### config.mk
export PLATFORM = sky130hd
export DESIGN_NAME = wb_scoreboard
export DESIGN_NICKNAME = d
export VERILOG_FILES = /design/src/rtl/wb_scoreboard_pkg.sv /design/src/rtl/wb_scoreboard_tag_pipe.sv /design/src/rtl/wb_scoreboard.sv
export SDC_FILE = /design/constraint.sdc
export NUM_CORES = 1
export LEC_CHECK = 0
export ABC_AREA = 0
export BUFFER_PORTS_ARGS = -buffer_cell sky130_fd_sc_hd__buf_2
export CORE_MARGIN = 3
export CORE_UTILIZATION = 30
export DETAILED_ROUTE_END_ITERATION = 8
export PLACE_DENSITY = 0.6
export SLEW_MARGIN = 25
export SYNTH_ARGS = -nofsm -noshare
export SYNTH_HDL_FRONTEND = slang
export SYNTH_HIERARCHICAL = 1
export SYNTH_SLANG_ARGS = --single-unit
### constraint.sdc
create_clock -name clk -period 3.1 [get_ports clk]
set_clock_uncertainty 0.15 [all_clocks]
set_input_delay 0.155 -clock clk [delete_from_list [all_inputs] [get_ports clk]]
set_output_delay 0.155 -clock clk [all_outputs]
set_load 0.01 [all_outputs]
### src/rtl/wb_scoreboard_pkg.sv
// Shared defaults and the tag-slot record for the writeback scoreboard.
package wb_scoreboard_pkg;

  localparam int SB_PIPE_DEPTH = 3;
  localparam int SB_REG_ADDR_W = 3;
  localparam int SB_DATA_W     = 8;

  // One in-flight destination tag: valid marks a real register write.
  typedef struct packed {
    logic                     valid;
    logic [SB_REG_ADDR_W-1:0] dest;
  } slot_t;

endpackage

### src/rtl/wb_scoreboard_tag_pipe.sv
// Destination-tag shift register from EX to WB with per-slot source comparators.
module wb_tag_pipe
  import wb_scoreboard_pkg::*;
#(
  parameter int PIPE_DEPTH = SB_PIPE_DEPTH,
  parameter int REG_ADDR_W = SB_REG_ADDR_W
) (
  input  logic                  clk,
  input  logic                  rst,
  input  logic                  loadValid,
  input  logic [REG_ADDR_W-1:0] loadDest,
  input  logic [REG_ADDR_W-1:0] rs1Addr,
  input  logic [REG_ADDR_W-1:0] rs2Addr,
  output logic [PIPE_DEPTH-1:0] rs1Hit,
  output logic [PIPE_DEPTH-1:0] rs2Hit,
  output logic                  wbValid,
  output logic [REG_ADDR_W-1:0] wbDest
);

  slot_t slots [PIPE_DEPTH];

  // Shift every edge; the back end of the pipeline never stalls.
  always_ff @(posedge clk or posedge rst) begin
    if (rst) begin
      for (int unsigned i = 0; i < PIPE_DEPTH; i++) slots[i] <= '0;
    end else begin
      slots[0] <= '{valid: loadValid, dest: loadDest};
      for (int unsigned i = 1; i < PIPE_DEPTH; i++) slots[i] <= slots[i-1];
    end
  end

  // Per-slot match of both source addresses against valid tags.
  always_comb begin
    rs1Hit = '0;
    rs2Hit = '0;
    for (int unsigned i = 0; i < PIPE_DEPTH; i++) begin
      rs1Hit[i] = slots[i].valid && (slots[i].dest == rs1Addr);
      rs2Hit[i] = slots[i].valid && (slots[i].dest == rs2Addr);
    end
  end

  assign wbValid = slots[PIPE_DEPTH-1].valid;
  assign wbDest  = slots[PIPE_DEPTH-1].dest;

endmodule

### src/rtl/wb_scoreboard.sv
// MEM/WB register, register-file write port and issue stall for stage 2.
module wb_scoreboard
  import wb_scoreboard_pkg::*;
#(
  parameter int PIPE_DEPTH = SB_PIPE_DEPTH,
  parameter int REG_ADDR_W = SB_REG_ADDR_W,
  parameter int DATA_W     = SB_DATA_W
) (
  input  logic                  clk,
  input  logic                  rst,
  input  logic                  issue_valid,
  input  logic                  issue_writes,
  input  logic [REG_ADDR_W-1:0] issue_dest,
  input  logic [REG_ADDR_W-1:0] rs1_addr,
  input  logic                  rs1_used,
  input  logic [REG_ADDR_W-1:0] rs2_addr,
  input  logic                  rs2_used,
  input  logic                  flush,
  input  logic [DATA_W-1:0]     mem_alu_result,
  input  logic [DATA_W-1:0]     mem_load_data,
  input  logic                  mem_wb_sel,
  output logic                  stall,
  output logic                  regWrite,
  output logic [REG_ADDR_W-1:0] writeAddress,
  output logic [DATA_W-1:0]     regFileWriteData
);

  logic [PIPE_DEPTH-1:0] rs1Hit;
  logic [PIPE_DEPTH-1:0] rs2Hit;
  logic                  loadValid;
  logic [DATA_W-1:0]     wbData;

  // The WB slot is included in the hit vectors: reads are not write-through.
  assign stall     = issue_valid & ((rs1_used & (|rs1Hit)) | (rs2_used & (|rs2Hit)));
  assign loadValid = issue_valid & issue_writes & ~stall & ~flush;

  wb_tag_pipe #(
    .PIPE_DEPTH (PIPE_DEPTH),
    .REG_ADDR_W (REG_ADDR_W)
  ) uTagPipe (
    .clk       (clk),
    .rst       (rst),
    .loadValid (loadValid),
    .loadDest  (issue_dest),
    .rs1Addr   (rs1_addr),
    .rs2Addr   (rs2_addr),
    .rs1Hit    (rs1Hit),
    .rs2Hit    (rs2Hit),
    .wbValid   (regWrite),
    .wbDest    (writeAddress)
  );

  // MEM/WB data register, loaded every edge alongside the tag moving into WB.
  always_ff @(posedge clk or posedge rst) begin
    if (rst) wbData <= '0;
    else     wbData <= mem_wb_sel ? mem_load_data : mem_alu_result;
  end

  assign regFileWriteData = wbData;

endmodule

# Word-level counts from Yosys, hierarchy flattened
# Cells that the tools add are included.
[classes] add_sub_neg=0 n_mul=0 n_div=0 order_cmp=0 n_eq_ne=6 n_shift=0 muxes=1 n_bitwise=9 reduce_logical=8
[op_table] cell="== test 3 bit" n=6
[op_table] cell="two-way mux 8 bit" n=1
[op_table] cell="bitwise AND 1 bit" n=6
[op_table] cell="logical AND 1 bit" n=6
[op_table] cell="OR reduction 3 bit" n=2
[op_table] cell="inverter 1 bit" n=2
[op_table] cell="OR 1 bit" n=1
[totals] regBits=20 latchBits=0 ramBits=0 mem_bits_ro=0 inputBits=33 output_inout_bits=13 wordCells=31 n_memories=0

# Longest topological paths before layout
# Gate-level depths: netlist of the first run.
[depth] depth_word=9 ltp_mapped=4

# Hierarchy
# Netlist of the first run, hierarchy kept.
[modules_own_cells] mod="wb_tag_pipe" instances=1 cells_per_inst=40 area_each_um2=536.8
[modules_own_cells] mod="wb_scoreboard" instances=1 cells_per_inst=23 area_each_um2=377.9

# Worst setup path after synthesis of the first run
# No wires, ideal clock.
[synth_path] path_kind="register to output" from="register uTagPipe/slots[6] (netlist bit)" to="output port stall" arrival_time_ns=1.114 setup_slack_ns=1.681 stages_incl_launch_ff=5 cell_sequence="dfrtp_1 -> xnor2_1 -> and4_1 -> o31ai_1 -> a21boi_0"
[synth_via] elab_chain_len=6 elab_cells_between_ends=10
[synth_rtl] item="start, declared" line_no="wb_scoreboard_tag_pipe.sv:20" rtl="slot_t slots [PIPE_DEPTH];"
[synth_rtl] item="== test 3 bit" line_no="wb_scoreboard_tag_pipe.sv:38" rtl="rs2Hit[i] = slots[i].valid && (slots[i].dest == rs2Addr);"
[synth_rtl] item="logical AND 1 bit" line_no="wb_scoreboard_tag_pipe.sv:38"
[synth_rtl] item="named net rs2Hit[1]" line_no="wb_scoreboard.sv:29" rtl="logic [PIPE_DEPTH-1:0] rs2Hit;"
[synth_rtl] item="OR reduction 3 bit" line_no="wb_scoreboard.sv:34" rtl="assign stall = issue_valid & ((rs1_used & (|rs1Hit)) | (rs2_used & (|rs2Hit)));"
[synth_rtl] item="bitwise AND 1 bit" line_no="wb_scoreboard.sv:34"
[synth_rtl] item="OR 1 bit" line_no="wb_scoreboard.sv:34"
[synth_rtl] item="bitwise AND 1 bit" line_no="wb_scoreboard.sv:34"
[synth_rtl] item="end, declared" line_no="wb_scoreboard.sv:22" rtl="output logic stall,"
# The timed path passes the listed nets, and every way through them passes these cells.

# Worst setup path in the final report of the first run
[layout_path] from="register uTagPipe/slots[9] (netlist bit)" to="output port stall"
# The elaborated chain is that of the path after synthesis.

==> flow_summary.json, run 1 <==
{
  "hp-start": "rs1_used",
  "worst-path-max-fanout": 3,
  "synthSimpleGateAreaFrac_pct": 7.39,
  "synthMuxAreaShare_pct": 13.1,
  "syn_inst": 63,
  "clkLatencyLatePin_ns": 0.29,
  "reg2reg_from": "uTagPipe/slots[9]",
  "fp-row-count": 19,
  "start_util_pct": 32.3,
  "crit_path_start_kind": "flop",
  "p_sw_share_pct": 22.8,
  "syn_nets": 96,
  "max_freq_ghz": 0.515,
  "seq_power_share_pct": 52.7,
  "cts_buffers": 3,
  "vias_per_cell": 4.42,
  "wirelength_mm": 1.89,
  "fin_nets": 162,
  "port_buffers": 45,
  "fin_crit_ns": 1.94,
  "synth_compound_area_share_pct": 3.01,
  "setup_tns_ns": 0,
  "synth-seq-cells": 20,
  "crit_type": "flop to output pin",
  "hpwlAfterDp_mm": 1.43,
  "final_cell_mix": "buf_2, dlygate4sd3_1, dfrtp_1, xnor2_1, mux2_4",
  "areaGrowthSynthToFinish_pct": 51.0,
  "ys_warn_count": 6,
  "p_int_w": 0.000418,
  "synth_cell_types": 12,
  "grt_pass1_vias": 756,
  "clk_pin_slew_ns": 0.11,
  "avgSynthCellArea_um2": 14.5,
  "tightest_slew_ns": 0.446,
  "cts_root_buf": "clkbuf_4",
  "ant_nets": 0,
  "vias": 703,
  "crit_required_ns": 2.79,
  "cp.arrival_ns": 1.64,
  "yosysSeqAreaShare_pct": 54.7,
  "num_io_pins": 46,
  "timing.final.crit_share_pct": 62.6,
  "cap_violations": 0,
  "ir_drop_v": 0.000183,
  "min_path_type": "primary input to flop",
  "die_h_um": 61.2,
  "grt_pass1_wl_mm": 2.89,
  "setup-violations-final": 0,
  "final_layout_size_suffix_gt1_share_pct": 45.3,
  "first_iter_violations": 13,
  "leakage_nw": 0.677,
  "cp-end-kind": "output pin",
  "synth_area_um2": 915,
  "grt_max_degree": 13,
  "comb_power_share_pct": 20.3,
  "cts_tree": "built",
  "synth_fa_ha_area_share_pct": 0,
  "drv_slew": 0,
  "synth_top_family_by_area": "XOR/XNOR gates",
  "final-hold-violation-count": 0,
  "power_density_nw_per_um2": 392,
  "htree_levels": 1,
  "ff2ff_setup_slack_ns": 1.59,
  "max-slew-margin-rel_pct": 70.2,
  "drc_errors": 0,
  "rsz0062_at_grt": "false",
  "synth-xor-area-share_pct": 17.2,
  "drtPass1Iterations": 2,
  "die_x_um": 61.2,
  "die_area_um2": 3750,
  "power.total_w": 0.000541,
  "layout_commonest_cell": "buf_2",
  "clock_path_buffers": 2,
  "switchingPower_w": 0.000123,
  "grtUsageTotal_pct": 10.6,
  "crit_path_start": "uTagPipe/slots[9]",
  "num_antenna_cells": 0,
  "overflow": 0,
  "core_um2": 2830,
  "wl_per_cell_um": 11.9,
  "clkPwrFrac_pct": 27.0,
  "antenna_found_initial": 0,
  "outcome": "finished, final reports clean",
  "cts.sinks": 20,
  "gp_congestion": 0.707
}
-- worst max-delay path, cell delays in order, from the launching register on --
cell      delay (ns)
dfrtp_1         0.42
xnor2_1         0.13
and4_1          0.20
o31ai_1         0.30
a21boi_0        0.13
buf_2           0.16
-- kinds of logic (layout without fill, tap and decap cells) --
| logic type | after synthesis | after routing |
|---|---|---|
| AND/OR/NAND/NOR | 8 | 8 |
| XOR/XNOR | 18 | 18 |
| flip-flops | 20 | 20 |
| AO/OA/AOI/OAI | 3 | 3 |
| buffers and inverters | 6 | 71 |
| multiplexers | 8 | 8 |
-- synth_stat cells --
library cell / number / share of area [%]
mux2_4: 8 / 13
buf_4: 3 / 2.5
xnor2_1: 18 / 17
o31ai_2: 1 / 1.4
a21boi_0: 1 / 0.82
inv_1: 2 / 0.82
and3_1: 1 / 0.68
and3b_1: 1 / 0.96
buf_6: 1 / 1.2
o31ai_1: 1 / 0.82
and4_1: 6 / 5.7
dfrtp_1: 20 / 55
-- metrics by stage --
step | cell area [um^2] | cells | hold WS (ns) | utilization (%) | setup WS (ns)
5_1_grt | 1380 | 159 | 0.0606 | 48.8 | 1.06
4_1_cts | 1380 | 159 | 0.0588 | 48.8 | 1.13
3_5_place_dp | 1140 | 135 | -0.0273 | 40.5 | 1.49
2_1_floorplan | 915 | 63 | -0.179 | - | 1.68
3_3_place_gp | 1140 | 135 | -0.0372 | 40.5 | 1.56
6_report | 1380 | 159 | 0.0659 | 48.8 | 1.16
-- path summary, 6_finish.rpt --
| path | end | cells after the start |
|---|---|---|
| worst max-delay path | stall | 5 |
| worst min-delay path | uTagPipe/slots[11] | 3 |
| worst max register to register | uTagPipe/slots[11] | 4 |
| worst min register to register | uTagPipe/slots[7] | 0 |
| max in group asynchronous | uTagPipe/slots[4] | 3 |
| min in group asynchronous | regFileWriteData[3] | 3 |
-- routing by layer --
| layer | vias up | GRT usage, % | part of all wire (%) |
|---|---|---|---|
| met3 | 0 | 3.98 | 13 |
| li1 | 342 | - | - |
| met2 | 40 | 19.6 | 51 |
| met1 | 321 | 10.9 | 36 |
| met5 | - | 0 | 0 |
| met4 | 0 | 3.72 | 0 |
-- power groups by stage --
stage,clock network (W),logic [W],registers (W)
2_1_floorplan,0,0.0000459,0.000294
3_3_place_gp,0,0.0000868,0.000290
3_5_place_dp,0,0.0000882,0.000291
4_1_cts,0.000155,0.000111,0.000286
5_1_grt,0.000162,0.000121,0.000287
6_report,0.000146,0.000110,0.000285
-- state kept, by name (all words and copies together) (netlist names) --
name,flops
regFileWriteData,8
uTagPipe/slots,8
uTagPipe/wbDest,3
uTagPipe/wbValid,1
-- area by class of cell --
| class | instances | area [um^2] |
|---|---|---|
| sequential | 20 | 500 |
| inverter | 2 | 7.51 |
| multi-input combinational | 37 | 373 |
| clock buffer | 4 | 36.3 |
| timing repair buffer | 65 | 425 |
| tap | 31 | 38.8 |
| fill | 273 | 1450 |
-- timing repair --
action                                 4_1_cts  5_1_grt
gates resized for setup                      0        0
hold buffers                                20        0
setup buffers                                0        0
endpoints found under the hold margin       31        0
Note: power is estimated with default switching activity, not from simulation.
==> inputs of run 2 (changes only) <==
- clock period: 3.1 -> 1.9 ns (I/O delays scaled with it)
==> flow_summary.json, run 2 (same netlist as run 1, synthesis figures left out) <==
{
  "grt_max_degree": 13,
  "first_iter_violations": 12,
  "layout_commonest_cell": "buf_2",
  "clkPwrFrac_pct": 26.8,
  "ant_nets": 0,
  "ir_drop_v": 0.000299,
  "crit_required_ns": 1.65,
  "drc_errors": 0,
  "vias": 714,
  "cp_slowest_cell": "dfrtp_1",
  "clkLatencyLatePin_ns": 0.29,
  "start_util_pct": 32.3,
  "cp.arrival_ns": 1.57,
  "cts_buffers": 3,
  "max_freq_ghz": 0.551,
  "final_cell_mix": "buf_2, dlygate4sd3_1, dfrtp_1, xnor2_1, mux2_4",
  "die_h_um": 61.2,
  "die_x_um": 61.2,
  "die_area_um2": 3750,
  "fin_nets": 164,
  "cpPeakStageDelay_ns": 0.43,
  "num_antenna_cells": 0,
  "final_layout_size_suffix_gt1_share_pct": 45.4,
  "antenna_found_initial": 0,
  "core_um2": 2830,
  "fin_crit_ns": 1.82,
  "tightest_slew_ns": 0.446,
  "overflow": 0,
  "drv_slew": 0,
  "min_path_type": "primary input to flop",
  "timing.final.crit_share_pct": 95.6,
  "cap_violations": 0,
  "place_ws_ns": 0.348,
  "clock_path_buffers": 2,
  "p_int_w": 0.000685,
  "clk_pin_slew_ns": 0.11,
  "gp_congestion": 0.707,
  "seq_power_share_pct": 52.5,
  "cts_tree": "built",
  "outcome": "finished, final reports clean",
  "grtUsageTotal_pct": 10.8,
  "crit_type": "flop to output pin",
  "cts_root_buf": "clkbuf_4",
  "worst-path-max-fanout": 3,
  "fin_ws_ns": 0.0841,
  "wl_per_cell_um": 11.9,
  "final-hold-violation-count": 0,
  "comb_power_share_pct": 20.6,
  "power_density_nw_per_um2": 630,
  "drtPass1Iterations": 2,
  "p_sw_share_pct": 22.7,
  "leakage_nw": 0.684,
  "vias_per_cell": 4.43,
  "postCtsSetupRepairBufs": 0,
  "port_buffers": 45,
  "fp-row-count": 19,
  "setup_tns_ns": 0,
  "setup-violations-final": 0,
  "max-slew-margin-rel_pct": 70.2,
  "cp-end-kind": "output pin",
  "crit_chain": "xnor2_1, and4_1, o31ai_2, a21boi_1, buf_2",
  "num_io_pins": 46,
  "htree_levels": 1,
  "grt_pass1_wl_mm": 2.93,
  "areaGrowthSynthToFinish_pct": 53.8,
  "grt_pass1_vias": 768,
  "rsz0062_at_grt": "false",
  "fill_cells": 269,
  "switchingPower_w": 0.000201,
  "crit_path_start_kind": "flop",
  "wirelength_mm": 1.92,
  "cts.sinks": 20,
  "hpwlAfterDp_mm": 1.43
}
## run 2: cell types whose count changed in the layout (fill, tap and decap cells not counted)
cell	before	now
a21boi_0	1	0
o31ai_2	1	2
a21boi_1	0	1
o31ai_1	1	0
dlygate4sd3_1	20	22
## run 2: worst max-delay path: cells and delay by family, from the launching register on
family                    cells  cell delay (ns)
AOI/OAI and AO/OA             2             0.38
xor gates and xnor gates      1             0.13
buffers and inverters         1             0.15
DFF                           1             0.43
and+or+nand+nor               1             0.20
## run 2: per-layer routing
layer | global-route usage, % | part of all wire (%) | vias up
li1 | - | - | 346
met1 | 10.9 | 37 | 328
met2 | 20.1 | 51 | 40
met3 | 3.98 | 12 | 0
met4 | 3.72 | 0 | 0
met5 | 0 | 0 | -
## run 2: per-stage QoR
step | area, um^2 | utilization (%) | cells | hold WS, ns | total power [W]
final | 1410 | 49.7 | 161 | 0.0923 | 0.000886
after global routing | 1410 | 49.7 | 161 | 0.0915 | 0.000935
after CTS | 1410 | 49.7 | 161 | 0.0851 | 0.000903
after detailed placement | 1140 | 40.5 | 135 | -0.0873 | 0.000618
after global placement | 1140 | 40.5 | 135 | -0.0972 | 0.000614
after floorplan | 915 | - | 63 | -0.239 | 0.000555
## run 2: timing repair
action	CTS	global route
hold buffers	22	0
setup endpoints to repair	1	1
endpoints found under the hold margin	32	0
pin swaps	0	1
resized for setup	1	1
## run 2: path summary, 6_finish.rpt
kind,from,endpoint,slack (ns),cells after the start
worst max-delay path,uTagPipe/wbDest[0],stall,0.08,5
worst min-delay path,issue_writes,uTagPipe/slots[11],0.09,3
worst max register to register,uTagPipe/wbDest[0],uTagPipe/slots[11],0.42,4
worst min register to register,uTagPipe/slots[11],uTagPipe/slots[7],0.25,0
max in group asynchronous,rst,uTagPipe/slots[4],1.08,3
min in group asynchronous,rst,regFileWriteData[3],0.15,3
## run 2: layout make-up
class	count	area (um^2)	area share (%)
Clock buffer	4	36.3	2.58
Timing Repair Buffer	67	445	31.7
Tap cell	31	38.8	2.76
Inverter	2	7.51	0.534
Sequential cell	20	500	35.6
Multi-Input combinational cell	37	378	26.9
## run 2: power groups by stage
stage / clock (W) / combinational, W / sequential, W
detailed placement: 0 / 0.000144 / 0.000474
CTS: 0.000252 / 0.000185 / 0.000466
global route: 0.000264 / 0.000202 / 0.000469
floorplan: 0 / 0.0000750 / 0.000480
global placement: 0 / 0.000142 / 0.000473
finish: 0.000238 / 0.000183 / 0.000465
==> inputs of run 3 (changes only) <==
--- a/config.mk
+++ b/config.mk
@@ -9,6 +9,8 @@
 export BUFFER_PORTS_ARGS = -buffer_cell sky130_fd_sc_hd__buf_2
+export CELL_PAD_IN_SITES_DETAIL_PLACEMENT = 1
+export CELL_PAD_IN_SITES_GLOBAL_PLACEMENT = 2
 export CORE_MARGIN = 3
-export CORE_UTILIZATION = 30
+export CORE_UTILIZATION = 27
 export DETAILED_ROUTE_END_ITERATION = 8
-export PLACE_DENSITY = 0.6
+export PLACE_DENSITY = 0.79
 export SLEW_MARGIN = 25
==> constraint.sdc (replaced) <==
create_clock -name clk -period 1.9 [get_ports clk]
set_clock_uncertainty 0.15 [all_clocks]
set_input_delay 0.19 -clock clk [delete_from_list [all_inputs] [get_ports clk]]
set_output_delay 0.19 -clock clk [all_outputs]
set_load 0.01 [all_outputs]
==> flow_summary.json, run 3 (same netlist as run 1, synthesis figures left out) <==
{
  "outcome": "finished, final reports clean",
  "timing.final.crit_share_pct": 99.4,
  "fp-row-count": 20,
  "num_io_pins": 46,
  "crit_path_start": "uTagPipe/wbDest[2]",
  "ff2ff_setup_slack_ns": 0.43,
  "vias_per_cell": 4.23,
  "hpwlAfterDp_mm": 1.71,
  "layout_commonest_cell": "buf_2",
  "crit_type": "flop to output pin",
  "final-hold-violation-count": 0,
  "fin_area_um2": 1410,
  "vias": 727,
  "first_iter_violations": 5,
  "cts.sinks": 20,
  "die_h_um": 64.2,
  "drc_errors": 0,
  "drtPass1Iterations": 2,
  "areaGrowthSynthToFinish_pct": 54.2,
  "grt_pass1_vias": 813,
  "grt_pass1_wl_mm": 3.55,
  "max_freq_ghz": 0.529,
  "regArea_um2": 500,
  "power.total_w": 0.000884,
  "fin_crit_ns": 1.89,
  "r2r_end": "uTagPipe/slots[11]",
  "place_area_um2": 1160,
  "multi_input_area_um2": 385,
  "gp_congestion": 0.679,
  "clock_path_buffers": 2,
  "postCtsSetupRepairBufs": 0,
  "die_x_um": 64.2,
  "cts_root_buf": "clkbuf_4",
  "clkLatencyLatePin_ns": 0.29,
  "final_cell_mix": "buf_2, dlygate4sd3_1, dfrtp_1, xnor2_1, mux2_4",
  "clk_pin_slew_ns": 0.11,
  "min_path_type": "primary input to flop",
  "leakage_nw": 0.681,
  "port_buffers": 45,
  "core_um2": 3150,
  "start_util_pct": 29.0,
  "ir_drop_v": 0.000338,
  "cap_violations": 0,
  "grt_max_degree": 13,
  "overflow": 0,
  "cp-end-kind": "output pin",
  "cp.arrival_ns": 1.55,
  "tightest_slew_ns": 0.474,
  "crit_path_end": "stall",
  "wirelength_mm": 2.14,
  "holdWs_ns": 0.0970,
  "final_layout_size_suffix_gt1_share_pct": 46.9,
  "power_density_nw_per_um2": 627,
  "final_core_util_pct": 44.7,
  "ant_nets": 0,
  "die_area_um2": 4120,
  "max-slew-margin-rel_pct": 68.3,
  "drv_slew": 0,
  "final_cells": 172,
  "antenna_found_initial": 0,
  "wl_per_cell_um": 12.4,
  "worst-path-max-fanout": 3,
  "reg2reg_depth": 4,
  "crit_path_start_kind": "flop",
  "cts_buffers": 3,
  "htree_levels": 1,
  "grtUsageTotal_pct": 11.0,
  "fin_nets": 162,
  "num_antenna_cells": 0,
  "cts_tree": "built",
  "placed_cells": 148,
  "rsz0062_at_grt": "true",
  "setup-violations-final": 0,
  "reg2reg_from": "uTagPipe/wbDest[2]",
  "crit_required_ns": 1.56,
  "fill_cells": 363
}
run 3: cell count changes in the layout (fill, tap and decap cells not counted), sizes merged:
cell / delta
dlygate4sd3: -2
run 3: area by class of cell:
| class | count | share of cell area [%] |
|---|---|---|
| Multi-Input combinational cell | 37 | 27.3 |
| Inverter | 2 | 0.532 |
| Timing Repair Buffer | 65 | 30.2 |
| Sequential cell | 20 | 35.5 |
| Tap cell | 44 | 3.90 |
| Clock buffer | 4 | 2.57 |
run 3: through the flow:
step / setup slack (ns) / TNS [ns]
6_report: 0.0106 / 0
5_1_grt: -0.0724 / -0.0724
4_1_cts: -0.0191 / -0.0191
3_5_place_dp: 0.305 / 0
3_3_place_gp: 0.295 / 0
2_1_floorplan: 0.446 / 0
run 3: per-layer routing:
metal / wire [um] / part of all wire, % / GRT usage (%) / vias up
met5: 0 / 0 / 0 / -
met2: 1100 / 52 / 20.8 / 44
met4: 0 / 0 / 3.17 / 0
met1: 775 / 36 / 10.9 / 342
met3: 259 / 12 / 4.57 / 0
li1: - / - / - / 341
run 3: power breakdown:
group | internal [W] | switching (W) | leakage [nW]
Sequential | 0.000450 | 0.0000155 | 0.239
Clock | 0.000117 | 0.000118 | 0.0210
Combinational | 0.000116 | 0.0000675 | 0.421
Total | 0.000683 | 0.000201 | 0.681
run 3: timing repair:
item                       CTS  global route
hold endpoints to repair    31             0
setup endpoints to repair    1             1
hold buffers                20             0
gates resized for setup      2             1
pin swaps                    3             7
run 3: worst min-delay path by stage:
stage / depth (start not counted) / startpoint / endpoint
2_1_floorplan: 1 / rst / regFileWriteData[0]
4_1_cts: 3 / rs2_used / uTagPipe/slots[11]
6_report: 3 / rs2_used / uTagPipe/slots[11]
3_5_place_dp: 2 / rst / regFileWriteData[5]
3_3_place_gp: 2 / rst / regFileWriteData[5]
5_1_grt: 3 / rs2_used / uTagPipe/slots[11]
run 3: critical path, stage by stage (launching register included):
cell and delay, ns:
dfrtp_1 0.43, xnor2_1 0.13, and4_1 0.21, o31ai_2 0.26, a21boi_1 0.09, buf_2 0.14
